--- src/rtl/dac_thermometer_decoder.sv ---
// Receive-side thermometer decoder for the DAC loopback path.
// Undoes the encoder's quarter rotation, bubble-corrects the thermometer
// word, counts its ones and rebuilds the binary sample. Any beat whose
// de-rotated word is not a clean thermometer code is flagged and counted.

module dac_thermometer_decoder #(
    parameter int INPUT_WIDTH       = 10,
    parameter int THERMOMETER_WIDTH = 8,
    parameter int ERR_COUNT_WIDTH   = 8
) (
    input  logic                                       clk_i,
    input  logic                                       rst_i,
    input  logic                                       valid_i,
    input  logic [1:0]                                 rotation_i,
    input  logic [(2**THERMOMETER_WIDTH)-1:0]          input_thermometer_i,
    input  logic [INPUT_WIDTH-THERMOMETER_WIDTH-1:0]   input_binary_i,
    input  logic                                       clear_errors_i,
    output logic                                       valid_o,
    output logic [INPUT_WIDTH-1:0]                     output_binary_o,
    output logic                                       bubble_error_o,
    output logic [ERR_COUNT_WIDTH-1:0]                 error_count_o
);

    localparam int L     = 2**THERMOMETER_WIDTH;
    localparam int Q     = L / 4;
    localparam int LSB_W = INPUT_WIDTH - THERMOMETER_WIDTH;
    localparam int CNT_W = THERMOMETER_WIDTH + 1;

    // Stage 1 registers
    logic             s1_valid;
    logic [L-1:0]     s1_therm;
    logic [1:0]       s1_rot;
    logic [LSB_W-1:0] s1_lsb;

    // Stage 2 registers
    logic             s2_valid;
    logic [L-1:0]     s2_corr;
    logic             s2_err;
    logic [LSB_W-1:0] s2_lsb;

    // Stage 2 combinational results
    logic [L-1:0]     derot;
    logic [L+1:0]     derot_ext;
    logic [L-1:0]     corrected;
    logic             code_err;

    // Stage 3 combinational results
    logic [CNT_W-1:0] ones_count;
    logic [CNT_W-1:0] sat_count;

    // Valid pipeline: the only state besides outputs that reset must clear
    always_ff @(posedge clk_i) begin
        if (rst_i) begin
            s1_valid <= 1'b0;
            s2_valid <= 1'b0;
        end else begin
            s1_valid <= valid_i;
            s2_valid <= s1_valid;
        end
    end

    // Stage 1 data capture, only on a qualified input beat
    always_ff @(posedge clk_i) begin
        if (valid_i) begin
            s1_therm <= input_thermometer_i;
            s1_rot   <= rotation_i;
            s1_lsb   <= input_binary_i;
        end
    end

    // De-rotate: rotate right by rotation * L/4 to undo the encoder's left rotation
    always_comb begin
        derot = s1_therm;
        case (s1_rot)
            2'd0: derot = s1_therm;
            2'd1: derot = {s1_therm[Q-1:0],   s1_therm[L-1:Q]};
            2'd2: derot = {s1_therm[2*Q-1:0], s1_therm[L-1:2*Q]};
            2'd3: derot = {s1_therm[3*Q-1:0], s1_therm[L-1:3*Q]};
            default: derot = s1_therm;
        endcase
    end

    // Flag any 0-to-1 step going upward, or a set top bit (count would overflow L-1)
    always_comb begin
        code_err = derot[L-1];
        for (int k = 0; k < L-1; k++) begin
            if (!derot[k] && derot[k+1]) begin
                code_err = 1'b1;
            end
        end
    end

    // Three-tap majority vote; the word is padded with a 1 below and a 0 above
    always_comb begin
        derot_ext = {1'b0, derot, 1'b1};
        corrected = '0;
        for (int k = 0; k < L; k++) begin
            corrected[k] = (derot_ext[k]   & derot_ext[k+1]) |
                           (derot_ext[k]   & derot_ext[k+2]) |
                           (derot_ext[k+1] & derot_ext[k+2]);
        end
    end

    // Stage 2 data capture, following the stage 1 valid bit
    always_ff @(posedge clk_i) begin
        if (s1_valid) begin
            s2_corr <= corrected;
            s2_err  <= code_err;
            s2_lsb  <= s1_lsb;
        end
    end

    // Popcount of the corrected word, clamped so an all-ones word reads L-1
    always_comb begin
        ones_count = '0;
        for (int k = 0; k < L; k++) begin
            ones_count = ones_count + CNT_W'(s2_corr[k]);
        end
        sat_count = ones_count;
        if (ones_count > CNT_W'(L-1)) begin
            sat_count = CNT_W'(L-1);
        end
    end

    // Output stage: the sample holds between beats, the error flag never outlives valid
    always_ff @(posedge clk_i) begin
        if (rst_i) begin
            valid_o         <= 1'b0;
            output_binary_o <= '0;
            bubble_error_o  <= 1'b0;
        end else begin
            valid_o        <= s2_valid;
            bubble_error_o <= s2_valid & s2_err;
            if (s2_valid) begin
                output_binary_o <= {sat_count[THERMOMETER_WIDTH-1:0], s2_lsb};
            end
        end
    end

    // Saturating error counter; clear wins over a simultaneous increment
    always_ff @(posedge clk_i) begin
        if (rst_i) begin
            error_count_o <= '0;
        end else if (clear_errors_i) begin
            error_count_o <= '0;
        end else if (s2_valid && s2_err && (error_count_o != {ERR_COUNT_WIDTH{1'b1}})) begin
            error_count_o <= error_count_o + 1'b1;
        end
    end

endmodule
--- config.mk ---
export PLATFORM = sky130hd
export DESIGN_NAME = dac_thermometer_decoder
export DESIGN_NICKNAME = d
export VERILOG_FILES = /design/src/rtl/dac_thermometer_decoder.sv
export SDC_FILE = /design/constraint.sdc
export NUM_CORES = 1
export LEC_CHECK = 0
export BUFFER_PORTS_ARGS = -buffer_cell sky130_fd_sc_hd__buf_4
export CAP_MARGIN = 40
export CORE_AREA = 5 5 344 346
export CTS_CLUSTER_DIAMETER = 120
export CTS_CLUSTER_SIZE = 40
export DETAILED_ROUTE_END_ITERATION = 10
export DIE_AREA = 0 0 349 351
export GPL_ROUTABILITY_DRIVEN = 1
export HOLD_SLACK_MARGIN = 0.15
export PLACE_DENSITY = 0.45
export SLEW_MARGIN = 20
export SYNTH_ARGS = -nofsm -noshare
export SYNTH_HDL_FRONTEND = slang
export SYNTH_SLANG_ARGS = --single-unit
--- constraint.sdc ---
create_clock -name clk_i -period 10.5 [get_ports clk_i]
set_input_delay 1.05 -clock clk_i [delete_from_list [all_inputs] [get_ports clk_i]]
set_output_delay 1.05 -clock clk_i [all_outputs]
set_load 0.01 [all_outputs]
==> Word level (Yosys, flattened, before mapping) <==
Cells that the tools add are included.
{ "word_totals": {"reg_bits": 541, "in_bits": 264, "out_inout_bits": 20, "elab_cells": 1810} }
{ "op_classes": {"addsub": 256, "n_lt_le_gt_ge": 1, "n_eq_ne": 4, "muxes": 2, "bitwise_logic": 1020, "n_reduce_logical": 515} }
{ "op_table": {"columns": ["cell", "count"], "rows": [
  ["$add 9x1->9", 247],
  ["$pmux 256 s4", 1],
  ["$and 1x1->1", 510],
  ["$or 1x1->1", 510],
  ["$logic_and 1x1->1", 257],
  ["$logic_not 1->1", 255],
  ["$reduce_or 255->1", 1],
  ["$add 8x1->9", 1],
  ["$gt 9x8->1 const B", 1],
  ["$add 7x1->8", 1],
  ["$add 8x1->8 const B", 1],
  ["$mux 8", 1],
  ["$ne 8x8->1 const B", 1],
  ["$add 6x1->7", 1],
  ["$add 5x1->6", 1],
  ["$add 4x1->5", 1],
  ["$add 3x1->4", 1],
  ["$eq 2x2->1 const B", 2],
  ["$add 2x1->3", 1],
  ["$add 1x1->2", 1],
  ["$eq 2x1->1 const B", 1],
  ["$logic_not 2->1", 1],
  ["$reduce_or 2->1", 1]
]} }

==> Depth between registers and ports, before layout <==
Gate-level depths: netlist of the first run.
{ "depth": {"depth_word": 257, "mapped_depth": 29, "mapped_depth_nobuf": 29} }

==> Worst setup path before layout of the first run <==
Ideal clock, no wire load.
{ "synth_path": {"kind": "reg2reg", "from": "register s2_corr[149]", "to": "register output_binary_o[9]", "setup_time_ns": 0.145, "t_arrival_ns": 8.043, "required_ns": 10.355, "path_slack_ns": 2.312, "path_stages_with_launch": 29, "n_path_buf": 0, "period_less_slack_ns": 8.188, "cell_sequence": "edfxtp_1 > inv_1 > fa_1 > inv_1 > fa_1 > fa_1 > inv_1 > fa_1 > inv_1 > fa_1 > inv_1 > fa_1 > inv_1 > fa_1 > inv_1 > fa_1 > fa_1 > fa_1 > fa_1 > inv_1 > ha_1 > fa_1 > a21o_1 > a21oi_1 > o21bai_1 > a21oi_1 > or4b_2 > o211ai_1 > a311oi_1"} }
{ "synth_via": {"elab_chain_len": 109} }
{ "synth_lines": {"columns": ["element", "line_no", "rtl"], "rows": [
  ["start, declared", "37", "logic [L-1:0] s2_corr;"],
  ["start signal, assigned", "107", "s2_corr <= corrected;"],
  ["$add 9x1->9 (*) (107 in a row)", "117", "ones_count = ones_count + CNT_W'(s2_corr[k]);"],
  ["$gt 9x8->1", "120", "if (ones_count > CNT_W'(L-1)) begin"],
  ["$mux 8 (*)", "120", null],
  ["end signal, assigned", "135", "output_binary_o <= {sat_count[THERMOMETER_WIDTH-1:0], s2_lsb};"],
  ["end, declared", "19", "output logic [INPUT_WIDTH-1:0] output_binary_o,"]
]} }
Every way passes the cells marked *; elsewhere a longest branch is shown, timed or not.
A chain may end at the register's enable or synchronous reset.

==> Worst setup path after layout of the first run <==
{ "layout_path": {"from": "register s2_corr[131]", "to": "register output_binary_o[9]"} }
{ "layout_via": {"elab_chain_len": 127} }
{ "layout_lines": {"columns": ["element", "line_no"], "rows": [
  ["$add 9x1->9 (*) (125 in a row)", "117"],
  ["$gt 9x8->1", "120"],
  ["$mux 8 (*)", "120"]
]} }
Marks and branches as above.

==> results summary, run 1 <==
For the worst-skew pair, the clock arrives at the later sink with an insertion delay of 0.69 ns. The final instance count without filler cells is ~4,200. The per-instance average area after synthesis came out at around 14 sq um. Clock skew on the completed layout was measured at just under 0.09 ns. The synthesized instance count came out at roughly 2,400.

The maximum buffer depth of the clock tree is 3. The number of pins with negative max-slew slack in the final report came out at 0. The classification of the worst-slack hold path is register to register. The critical path launch point is s2_corr[131]$_DFFE_PP_. The critical path in this run is classified as register to register.

The cell area after layout came out at approximately 39,000 sq um. The wire length of the first global-routing pass came out at about 160,000 um. The clock-pin transition on the worst setup and hold timing paths is 0.12 ns. The worst setup path is captured at a register.

The final number of hold-violating endpoints is 0. The Yosys step of the flow raised 0 warnings. The cell area after placement is between 30,000 and 40,000 sq um. Across every metal layer, demand over resource in global routing totals a little under a fifth.

The proportion of register bits with asynchronous set or reset after synthesis came out at 0%. The worst setup slack for register-to-register paths is 1.83 ns. The signed area change from the synthesized netlist to the final layout came out at 14.1%. Setup violations remaining at the end of the flow were counted as 0. The slew at the pin closest to its max-slew limit is between 0.9 and 1 ns. The area inside the core boundary is roughly 120,000 sq um. Setup repair after global routing left no endpoint under its margin. The I/O pin count is approximately 280.

The number of synthesized register bits is ~540. The worst pin sits at a relative slew slack of 33.4%. The main flop type after synthesis is edfxtp_1.

The total clock sinks is between 500 and 600. The final net count came out at about 3,200. Routability-driven placement finished with a final weighted congestion of around 0.93. The vertical die dimension came out at ~350 um. The maximum cell stage delay along the critical path came out at 0.61 ns. The largest net degree at the start of global routing came out at between 150 and 200. The standard-cell row count is 125. For the worst flop-to-flop path, the logic depth is 28. The biggest fanout along the worst timing path is 3.

The worst register-to-register path ends at output_binary_o[9]$_SDFFE_PP0P_. The clock period minus final worst setup slack came out at between 8 and 9 ns. The count of buffers from port buffering came out at 283. The post-route antenna net violation count came out at 0. The area of the mapped netlist is between 30,000 and 40,000 sq um. After routing, the total negative slack on setup checks comes to 0 ns.

TritonCTS created 27 clock buffers. The post-route netlist has 25.2% of its cells at a drive strength greater than 1. Sequential elements use roughly 47% of the synthesized area. For this run, design rule violations remaining after detail routing come to 0. The count of max-cap constraint violations is 0. The run finished with clean final reports.

The initial antenna violation count is 2. The critical register-to-register path startpoint is s2_corr[131]$_DFFE_PP_. STA classifies the critical path startpoint as a register.

The largest individual stage delay along the critical path comes from the cell or4b_2. In this run the worst setup path terminates at output_binary_o[9]$_SDFFE_PP0P_. The average detailed-routed wire length per instance is approximately 27 um. The wire length reported by the detailed router came out at approximately 110,000 um. The final critical-path share of the clock period came out at slightly above 80%. The number of vias per cell is between 4 and 5.

The die footprint is roughly 120,000 sq um. In this run, placement finished with an instance count of 4,129. The data arrival time of the worst path came out at between 9 and 10 ns. The data required time at the worst endpoint came out at roughly 11 ns.

When the netlist entered floorplanning its net count stood at between 2,000 and 3,000. The maximum clock frequency came out at between 0.1 and 0.15 GHz. The clock root buffer is clkbuf_16.

The initial core utilization is 29.7%. The number of iterations in the first detailed-routing pass came out at 5. The via count of the first global-routing pass was between 20,000 and 25,000.

The count of unique library cells instantiated by Yosys is 58. The synthesized design contains about 520 enable-type register cells. The post-DP HPWL is 95,900 um.

For this block, the initial DRC count from the detailed router was between 1,500 and 2,000. The utilization after layout came out at about 34%. From left edge to right edge, the die measures approximately 350 um. TritonCTS built the clock tree. The remaining global-route overflow came out at 0. Counting stages on the worst path, the most repeated cell is fa_1.

In this run the most critical hold path is launched from s1_lsb[0]$_DFFE_PP_. The quantity of hold-fixing buffers added after cts came out at 0. The number of gates resized after CTS was 0.

The antenna diode instance count is 0. The level count of the clock H-tree is 1. Detailed routing inserted a total of around 21,000 vias. The number of setup buffers added after CTS came out at 0.
[metal layers]
metal / global-route usage [%] / wire length, um
met2: 30.1 / 54500
met1: 26.0 / 50600
met3: 2.74 / 6590
met4: 3.79 / 2860
met5: 0 / 0
[cell usage after synthesis (5+ instances only)]
| library cell | instances | area share [%] |
|---|---|---|
| dfxtp_1 | 22 | 1.3 |
| edfxtp_1 | 519 | 46 |
| mux2i_1 | 83 | 2.4 |
| buf_4 | 16 | 0.35 |
| buf_8 | 8 | 0.35 |
| buf_12 | 6 | 0.35 |
| or2_2 | 12 | 0.22 |
| fa_1 | 242 | 14 |
| nand4_1 | 13 | 0.24 |
| buf_2 | 14 | 0.20 |
| nor2_1 | 144 | 1.6 |
| maj3_1 | 158 | 4.6 |
| or2_1 | 9 | 0.16 |
| nor2b_1 | 6 | 0.11 |
| mux2_1 | 8 | 0.26 |
| mux4_2 | 191 | 13 |
| o21ai_0 | 77 | 1.1 |
| inv_1 | 386 | 4.2 |
| mux2_2 | 94 | 3.1 |
| a2111oi_2 | 6 | 0.26 |
| a21oi_1 | 92 | 1.3 |
| xnor2_1 | 7 | 0.18 |
| nand3_1 | 5 | 0.073 |
| buf_6 | 16 | 0.53 |
| nand2_1 | 105 | 1.2 |
| and2_1 | 11 | 0.20 |
| a211oi_1 | 9 | 0.20 |
| mux2_4 | 6 | 0.26 |
| ha_1 | 40 | 1.5 |
[stage by stage]
step,worst slack (ns),hold slack [ns]
4_1_cts,1.81,0.436
5_1_grt,1.48,0.437
3_3_place_gp,1.94,0.409
3_5_place_dp,1.87,0.408
2_1_floorplan,2.31,0.400
6_report,1.83,0.431
[how the worst min path moves through the flow]
stage	depth (start not counted)	slack [ns]	endpoint
floorplan	0	0.40	s2_lsb[0]$_DFFE_PP_
global placement	0	0.41	s2_lsb[1]$_DFFE_PP_
detailed placement	0	0.41	s2_lsb[0]$_DFFE_PP_
CTS	0	0.44	s2_lsb[0]$_DFFE_PP_
global route	0	0.44	s2_lsb[0]$_DFFE_PP_
finish	0	0.43	s2_lsb[0]$_DFFE_PP_
[cell type report]
cell class / instances / area, sq um
clock buffer: 28 / 679
multi-input combinational: 1372 / 16100
fill: 11300 / 76100
inverter: 387 / 1460
timing repair buffer: 308 / 2430
clock inverter: 22 / 422
tap: 1524 / 1910
sequential: 541 / 16000
[cells by family after synthesis]
| group | Yosys count | share of synthesized area (%) |
|---|---|---|
| flip-flops | 541 | 46.9 |
| AO/OA/AOI/OAI | 213 | 3.63 |
| XOR/XNOR | 10 | 0.256 |
| AND/OR/NAND/NOR | 326 | 4.18 |
| multiplexers | 383 | 18.7 |
| buffers and inverters | 453 | 6.11 |
| adder cells (fa/ha/maj) | 440 | 20.3 |
[registers in the layout (all words and copies together), names as in the netlist, 2 cells and up]
signal,cells
s1_therm,256
s2_corr,256
output_binary_o,10
error_count_o,8
s1_lsb,2
s1_rot,2
s2_lsb,2
[layout by cell type (no fill, tap or decap), types with 5 or more instances in the layout]
cell type,instances
edfxtp_1,519
inv_1,386
buf_4,295
fa_1,242
mux4_2,191
maj3_1,158
nor2_1,144
nand2_1,105
mux2_2,94
a21oi_1,92
mux2i_1,83
o21ai_0,76
ha_1,40
clkbuf_16,27
dfxtp_1,21
nand4_1,13
or2_2,12
and2_1,11
a211oi_1,9
or2_1,9
mux2_1,8
clkinv_16,8
xnor2_1,7
mux2_4,6
nor2b_1,6
a2111oi_2,6
nand3_1,5
buf_12,5
[worst max-delay path, delay by kind of cell (launching register included)]
| kind | cells | cell delay, ns |
|---|---|---|
| flip-flops | 1 | 0.35 |
| AND/OR/NAND/NOR | 1 | 0.61 |
| AO/OA/AOI/OAI | 6 | 0.99 |
| buffers and inverters | 8 | 0.46 |
| adder cells (fa/ha/maj) | 13 | 6.09 |
Power of run 1 is not shown: default switching activity piles up to over one toggle a cycle in this logic, so the estimate is an artifact.
==> run 2, diff against run 1 <==
==> constraint.sdc (replaced) <==
create_clock -name clk_i -period 8.4 [get_ports clk_i]
set_input_delay 0.84 -clock clk_i [delete_from_list [all_inputs] [get_ports clk_i]]
set_output_delay 0.84 -clock clk_i [all_outputs]
set_load 0.01 [all_outputs]
==> results summary, run 2 (same netlist as run 1, synthesis figures left out) <==
The logic depth of the worst register-to-register path came to 26 (-7.1%). The final number of hold-violating endpoints was 0 (unchanged). TritonCTS built the clock tree. STA classifies the critical path endpoint as a register. The maximum buffer depth of the clock tree came out at 3 (unchanged). The placer congestion estimate is 0.912 (-2.1%). Setup repair after global routing could not meet its margin everywhere. The worst hold path cell count came to 1 (+1). The signed area change from the synthesized netlist to the final layout is 14.2%. The maximum clock frequency came out at 0.121 GHz (+5.4%). Leaving out fill and tap cells, the most frequent cells in the layout are 519 x edfxtp_1, 378 x inv_1, 297 x buf_4.

The end of the worst register-to-register path is output_binary_o[9]$_SDFFE_PP0P_. The headroom to the max-slew limit is 34.6% (+1.2 points). The most critical setup path has its endpoint at output_binary_o[9]$_SDFFE_PP0P_. The quantity of hold-fixing buffers added after cts came out at 0 (unchanged).

The level count of the clock H-tree is 1 (unchanged). The I/O pin count is 284 (unchanged). The count of buffers from port buffering came to 283 (unchanged). The data required time at the worst endpoint was 8.87 ns (-2.13 ns). The die footprint came out at 122,000 sq um (unchanged). The clock network latency to the later pin of the worst-skew pair came out at 0.70 ns (about the same). The final net count is 3,185 (+0.063%).

The vertical die dimension was 351 um (unchanged). The average detailed-routed wire length per instance came to 27.3 um (-0.38%). The DRC violation count after routing was 0 (unchanged). The cell area after layout is 39,000 sq um (+0.13%). The number of iterations in the first detailed-routing pass was 6 (+1). The die width is 349 um (unchanged). The number of pins with negative max-slew slack in the final report came out at 0 (unchanged). The final critical-path share of the clock period is 98.0% (+15 points). The setup-violating endpoint count in the final report is 0 (unchanged).

The standard-cell row count came out at 125 (unchanged). The initial antenna violation count is 5 (+3). The fill cell total of the finished layout is 11,300 (-0.49%). The start-to-end type of the worst setup path is register to register. The remaining global-route overflow came out at 0 (unchanged). The post-route antenna net violation count is 0 (unchanged). The worst setup slack for register-to-register paths came out at 0.17 ns (-1.66 ns). The number of vias per cell came out at 4.97 (+0.18%). The area inside the core boundary came out at 115,000 sq um (unchanged). The classification of the worst-slack hold path is primary input to register. Clock tree synthesis selected as its root buffer the cell clkbuf_16. The clock-pin transition on the worst setup and hold timing paths came to 0.15 ns (+0.03 ns). The overall fraction of global-route tracks in use is 18.3% (about the same). The via total after detailed routing came out at 20,800 (+0.27%). The wire length of the first global-routing pass is 160,000 um (-0.13%). The cell area after placement came out at 37,900 sq um (+0.15%). In this run the critical register-to-register path is launched from s2_corr[59]$_DFFE_PP_. The post-DP HPWL was 95,600 um (-0.30%). The largest net degree at the start of global routing came to 157 (-8.7%). The count of max-cap constraint violations came to 0 (unchanged). The wire length reported by the detailed router is 114,000 um (-0.29%).

The proportion of layout cells with a drive suffix above 1 came to 26.0% (+0.77 points). The total clock sinks is 541 (unchanged). The post-route clock skew came out at 0.0979 ns (+0.0112 ns). STA classifies the critical path startpoint as a register.

The run finished with clean final reports. The violation count after the first detailed-routing iteration was 2,114 (+21%). The data arrival time of the worst path came to 8.71 ns (-0.46 ns).

The initial core utilization came out at 29.7% (unchanged). The via count of the first global-routing pass came out at 21,300 (-0.061%). In the final layout, the registers with the most flip-flops are s1_therm: 256 flops, s2_corr: 256 flops, output_binary_o: 10 flops.

The clock period minus final worst setup slack came out at 8.23 ns (-0.441 ns). The library cell used most frequently in the layout, excluding fill and tap cells, is edfxtp_1. The biggest fanout along the worst timing path is 2 (-1). The critical path starts at s2_corr[59]$_DFFE_PP_. The number of buffers added by the clock tree synthesis step came out at 27 (unchanged).

The slew at the pin closest to its max-slew limit came out at 0.956 ns (-0.0427 ns).
run 2: changes by cell type in the layout (fill, tap and decap cells not counted), sizes merged:
cell	change
clkinv	-3
diode	+2
buf	+2
inv	+3
run 2: through the flow:
stage | util, % | std cells | hold WS (ns) | worst slack [ns] | TNS [ns]
CTS | 33.8 | 4182 | 0.245 | 0.000314 | 0
global placement | 32.8 | 4126 | 0.409 | -0.0166 | -0.0166
floorplan | - | 2366 | 0.400 | 0.212 | 0
global route | 33.9 | 4184 | 0.251 | -0.140 | -0.493
detailed placement | 32.9 | 4132 | 0.409 | -0.0716 | -0.0716
finish | 33.9 | 4186 | 0.299 | 0.169 | 0
run 2: area by class of cell:
cell class / count / area [sq um] / area share [%]
repair buffers: 310 / 2440 / 6.25
clock inverters: 22 / 403 / 1.03
well taps: 1524 / 1910 / 4.88
multi-input cells: 1372 / 16100 / 41.3
flip-flops and latches: 541 / 16000 / 41.1
diodes: 2 / 5.00 / 0.0128
clock buffers: 28 / 679 / 1.74
inverters: 387 / 1460 / 3.73
run 2: critical path, cell delays in order (launching register included):
cell	delay, ns
edfxtp_1	0.43
fa_1	0.55
inv_1	0.05
fa_1	0.49
inv_1	0.05
fa_1	0.53
inv_1	0.07
fa_1	0.50
inv_1	0.05
fa_1	0.47
inv_1	0.06
fa_1	0.53
fa_1	0.44
fa_1	0.49
fa_1	0.54
fa_1	0.44
fa_1	0.51
inv_2	0.05
ha_4	0.15
fa_2	0.36
a21o_1	0.20
a21oi_2	0.14
o21bai_1	0.08
a21oi_1	0.17
or4b_4	0.47
o211ai_1	0.10
a311oi_1	0.10
run 2: worst min path at each step:
stage | from | endpoint | slack, ns
finish | input_thermometer_i[174] | s1_therm[174]$_DFFE_PP_ | 0.30
global route | input_thermometer_i[102] | s1_therm[102]$_DFFE_PP_ | 0.25
CTS | input_thermometer_i[174] | s1_therm[174]$_DFFE_PP_ | 0.25
detailed placement | s1_lsb[0]$_DFFE_PP_ | s2_lsb[0]$_DFFE_PP_ | 0.41
global placement | s1_lsb[1]$_DFFE_PP_ | s2_lsb[1]$_DFFE_PP_ | 0.41
floorplan | s1_lsb[0]$_DFFE_PP_ | s2_lsb[0]$_DFFE_PP_ | 0.40
run 2: per-layer routing:
layer / track usage, % / vias to the layer above / wire, um
met4: 4.08 / 0 / 3090
met5: 0 / - / 0
met2: 30.2 / 744 / 54300
met1: 26.2 / 10900 / 50900
li1: - / 9070 / -
met3: 2.15 / 89 / 5950
run 2: timing repair:
| action | in CTS | in global routing |
|---|---|---|
| setup endpoints to repair | 1 | 8 |
| pin swaps | 1 | 11 |
| buffers inserted | 0 | 1 |
| gates resized for setup | 2 | 18 |
Power of run 2 is left out for the same reason.
==> run 3, diff against run 2 <==
--- a/config.mk
+++ b/config.mk
@@ -7,14 +7,14 @@
 export LEC_CHECK = 0
 export BUFFER_PORTS_ARGS = -buffer_cell sky130_fd_sc_hd__buf_4
 export CAP_MARGIN = 40
-export CORE_AREA = 5 5 344 346
+export CORE_AREA = 5 5 292 408
 export CTS_CLUSTER_DIAMETER = 120
 export CTS_CLUSTER_SIZE = 40
 export DETAILED_ROUTE_END_ITERATION = 10
-export DIE_AREA = 0 0 349 351
+export DIE_AREA = 0 0 297 413
 export GPL_ROUTABILITY_DRIVEN = 1
 export HOLD_SLACK_MARGIN = 0.15
-export PLACE_DENSITY = 0.45
+export PLACE_DENSITY = 0.44
 export SLEW_MARGIN = 20
 export SYNTH_ARGS = -nofsm -noshare
 export SYNTH_HDL_FRONTEND = slang
==> results summary, run 3 (same netlist as run 1, synthesis figures left out) <==
The setup-violating endpoint count in the final report came out at 0 (unchanged). The critical path startpoint category is a register. The min-delay analysis places its worst path in the category primary input to register. The maximum clock frequency came to 0.122 GHz (+0.23%). The headroom to the max-slew limit came to 26.9% (-7.7 points). The CTS tree is done. The final net count came out at 3,191 (+0.19%).

The area inside the core boundary came out at 115,000 sq um (+0.22%). The initial core utilization is 29.6% (-0.066 points). The number of buffers added by the clock tree synthesis step came out at 23 (-15%). The cell area after placement was 37,900 sq um (about the same). The violation count after the first detailed-routing iteration came out at 1,657 (-22%). The clock-pin transition on the worst setup and hold timing paths came out at 0.16 ns (about the same). The average detailed-routed wire length per instance came out at 28.3 um (+3.8%). The critical path in this run is classified as register to register. On the critical path, the stage with the largest delay is an instance of fa_1.

The final critical-path share of the clock period came out at 97.8% (-0.22 points). The number of pins with negative max-slew slack in the final report came to 0 (unchanged). The data arrival time of the worst path is 8.69 ns (-0.02 ns). The DRC violation count after routing came out at 0 (unchanged). The slew at the pin closest to its max-slew limit is 1.10 ns (+0.140 ns). The largest registers in the layout are s1_therm: 256 flops, s2_corr: 256 flops, output_binary_o: 10 flops. The most common library cell in the layout ignoring fill and taps is edfxtp_1. The quantity of hold-fixing buffers added after cts came out at 0 (unchanged). The proportion of layout cells with a drive suffix above 1 was 26.2% (+0.18 points). The via count of the first global-routing pass came out at 21,600 (+1.2%). The post-route antenna net violation count is 0 (unchanged).

The total clock sinks is 541 (unchanged). The standard-cell row count is 148 (+18%). The cell area after layout is 38,900 sq um (-0.34%). The vertical die dimension came to 413 um (+18%). The count of max-cap constraint violations came out at 0 (unchanged). The signed area change from the synthesized netlist to the final layout is 13.8%. The I/O pin count is 284 (unchanged). The post-DP HPWL came out at 99,900 um (+4.5%). The biggest fanout along the worst timing path came out at 2 (unchanged).

The number of vias per cell was 4.91 (-1.1%). Setup repair after global routing could not meet its margin everywhere. The count of buffers from port buffering came to 283 (unchanged). The clock period minus final worst setup slack came to 8.21 ns (-0.0185 ns). The wire length of the first global-routing pass is 164,000 um (+2.7%).

The placer congestion estimate was 0.929 (+1.9%). The data required time at the worst endpoint was 8.87 ns (about the same). The logic depth of the worst register-to-register path came out at 28 (+7.7%). The clock network latency to the later pin of the worst-skew pair was 0.66 ns (-0.04 ns). The final number of hold-violating endpoints is 0 (unchanged). The cell repeated most along the worst path is fa_1.

The worst setup path is captured at a register. The maximum cell stage delay along the critical path came out at 0.55 ns (about the same). Leaving out fill and tap cells, the most frequent cells in the layout are 519 x edfxtp_1, 377 x inv_1, 302 x buf_4. The via total after detailed routing is 20,400 (-1.7%). The final instance count without filler cells is 4,163 (-0.55%). The remaining global-route overflow came out at 0 (unchanged). The maximum buffer depth of the clock tree came to 3 (unchanged).

The post-route clock skew came to 0.0700 ns (-0.0279 ns). The overall fraction of global-route tracks in use came out at 18.9% (+0.53 points). The instance count after placement with tap cells included came out at 4,117 (-0.36%). The largest net degree at the start of global routing is 186 (+18%). The wire length reported by the detailed router came to 118,000 um (+3.3%). The worst hold path cell count is 1 (unchanged).

The flow ran to the end, and the final reports show no timing, DRC or antenna violations. The initial antenna violation count is 3 (-2). The die width came out at 297 um (-15%).

The die footprint came to 123,000 sq um (+0.13%). CTS placed an instance of clkbuf_16 at the clock tree root. The level count of the clock H-tree came out at 1 (unchanged). The number of iterations in the first detailed-routing pass was 5 (-1).
==> run 3: final cells by class <==
class                      count  area [sq um]
multi-input combinational   1372         16100
fill                       11300         76500
clock inverter                16           319
antenna                        2          5.00
inverter                     387          1460
timing repair buffer         320          2510
tap                         1500          1880
clock buffer                  25           583
sequential                   541         16000
==> run 3: stage by stage <==
step / hold slack [ns] / setup slack, ns / TNS [ns] / utilization (%)
floorplan: 0.400 / 0.212 / 0 / -
global placement: 0.406 / 0.0217 / 0 / 32.8
detailed placement: 0.408 / -0.0350 / -0.0350 / 32.9
CTS: 0.299 / 0.0166 / 0 / 33.7
global route: 0.310 / -0.162 / -0.226 / 33.7
finish: 0.348 / 0.188 / 0 / 33.7
==> run 3: what timing repair did <==
action                                  in CTS  in global routing
setup buffers                                3                  1
endpoints found under the hold margin        0                  0
pin swaps                                    9                 27
endpoints found under the setup margin       1                  8
gates cloned                                 0                  0
gates resized for setup                      6                 17
==> run 3: critical path: cells and delay by family, from the launching register on <==
family / cells / cell delay (ns)
fa+ha+maj: 13 / 6.09
buf+inv: 8 / 0.35
flops: 1 / 0.36
simple gates: 1 / 0.46
compound gates: 6 / 0.77
==> run 3: path summary, 6_finish.rpt <==
kind,start,endpoint,slack (ns)
max,s2_corr[135]$_DFFE_PP_,output_binary_o[9]$_SDFFE_PP0P_,0.19
min,input_thermometer_i[149],s1_therm[149]$_DFFE_PP_,0.35
max reg2reg,s2_corr[135]$_DFFE_PP_,output_binary_o[9]$_SDFFE_PP0P_,0.19
min reg2reg,s1_lsb[1]$_DFFE_PP_,s2_lsb[1]$_DFFE_PP_,0.44
==> run 3: layer usage <==
layer | GRT usage (%) | part of all wire (%) | up-vias
met2 | 33.8 | 52 | 545
met4 | 4.76 | 2.8 | 2
met5 | 0 | 0.011 | -
met1 | 24.7 | 42 | 10700
li1 | - | - | 9093
met3 | 1.74 | 3.6 | 74
Power of run 3 is left out for the same reason.
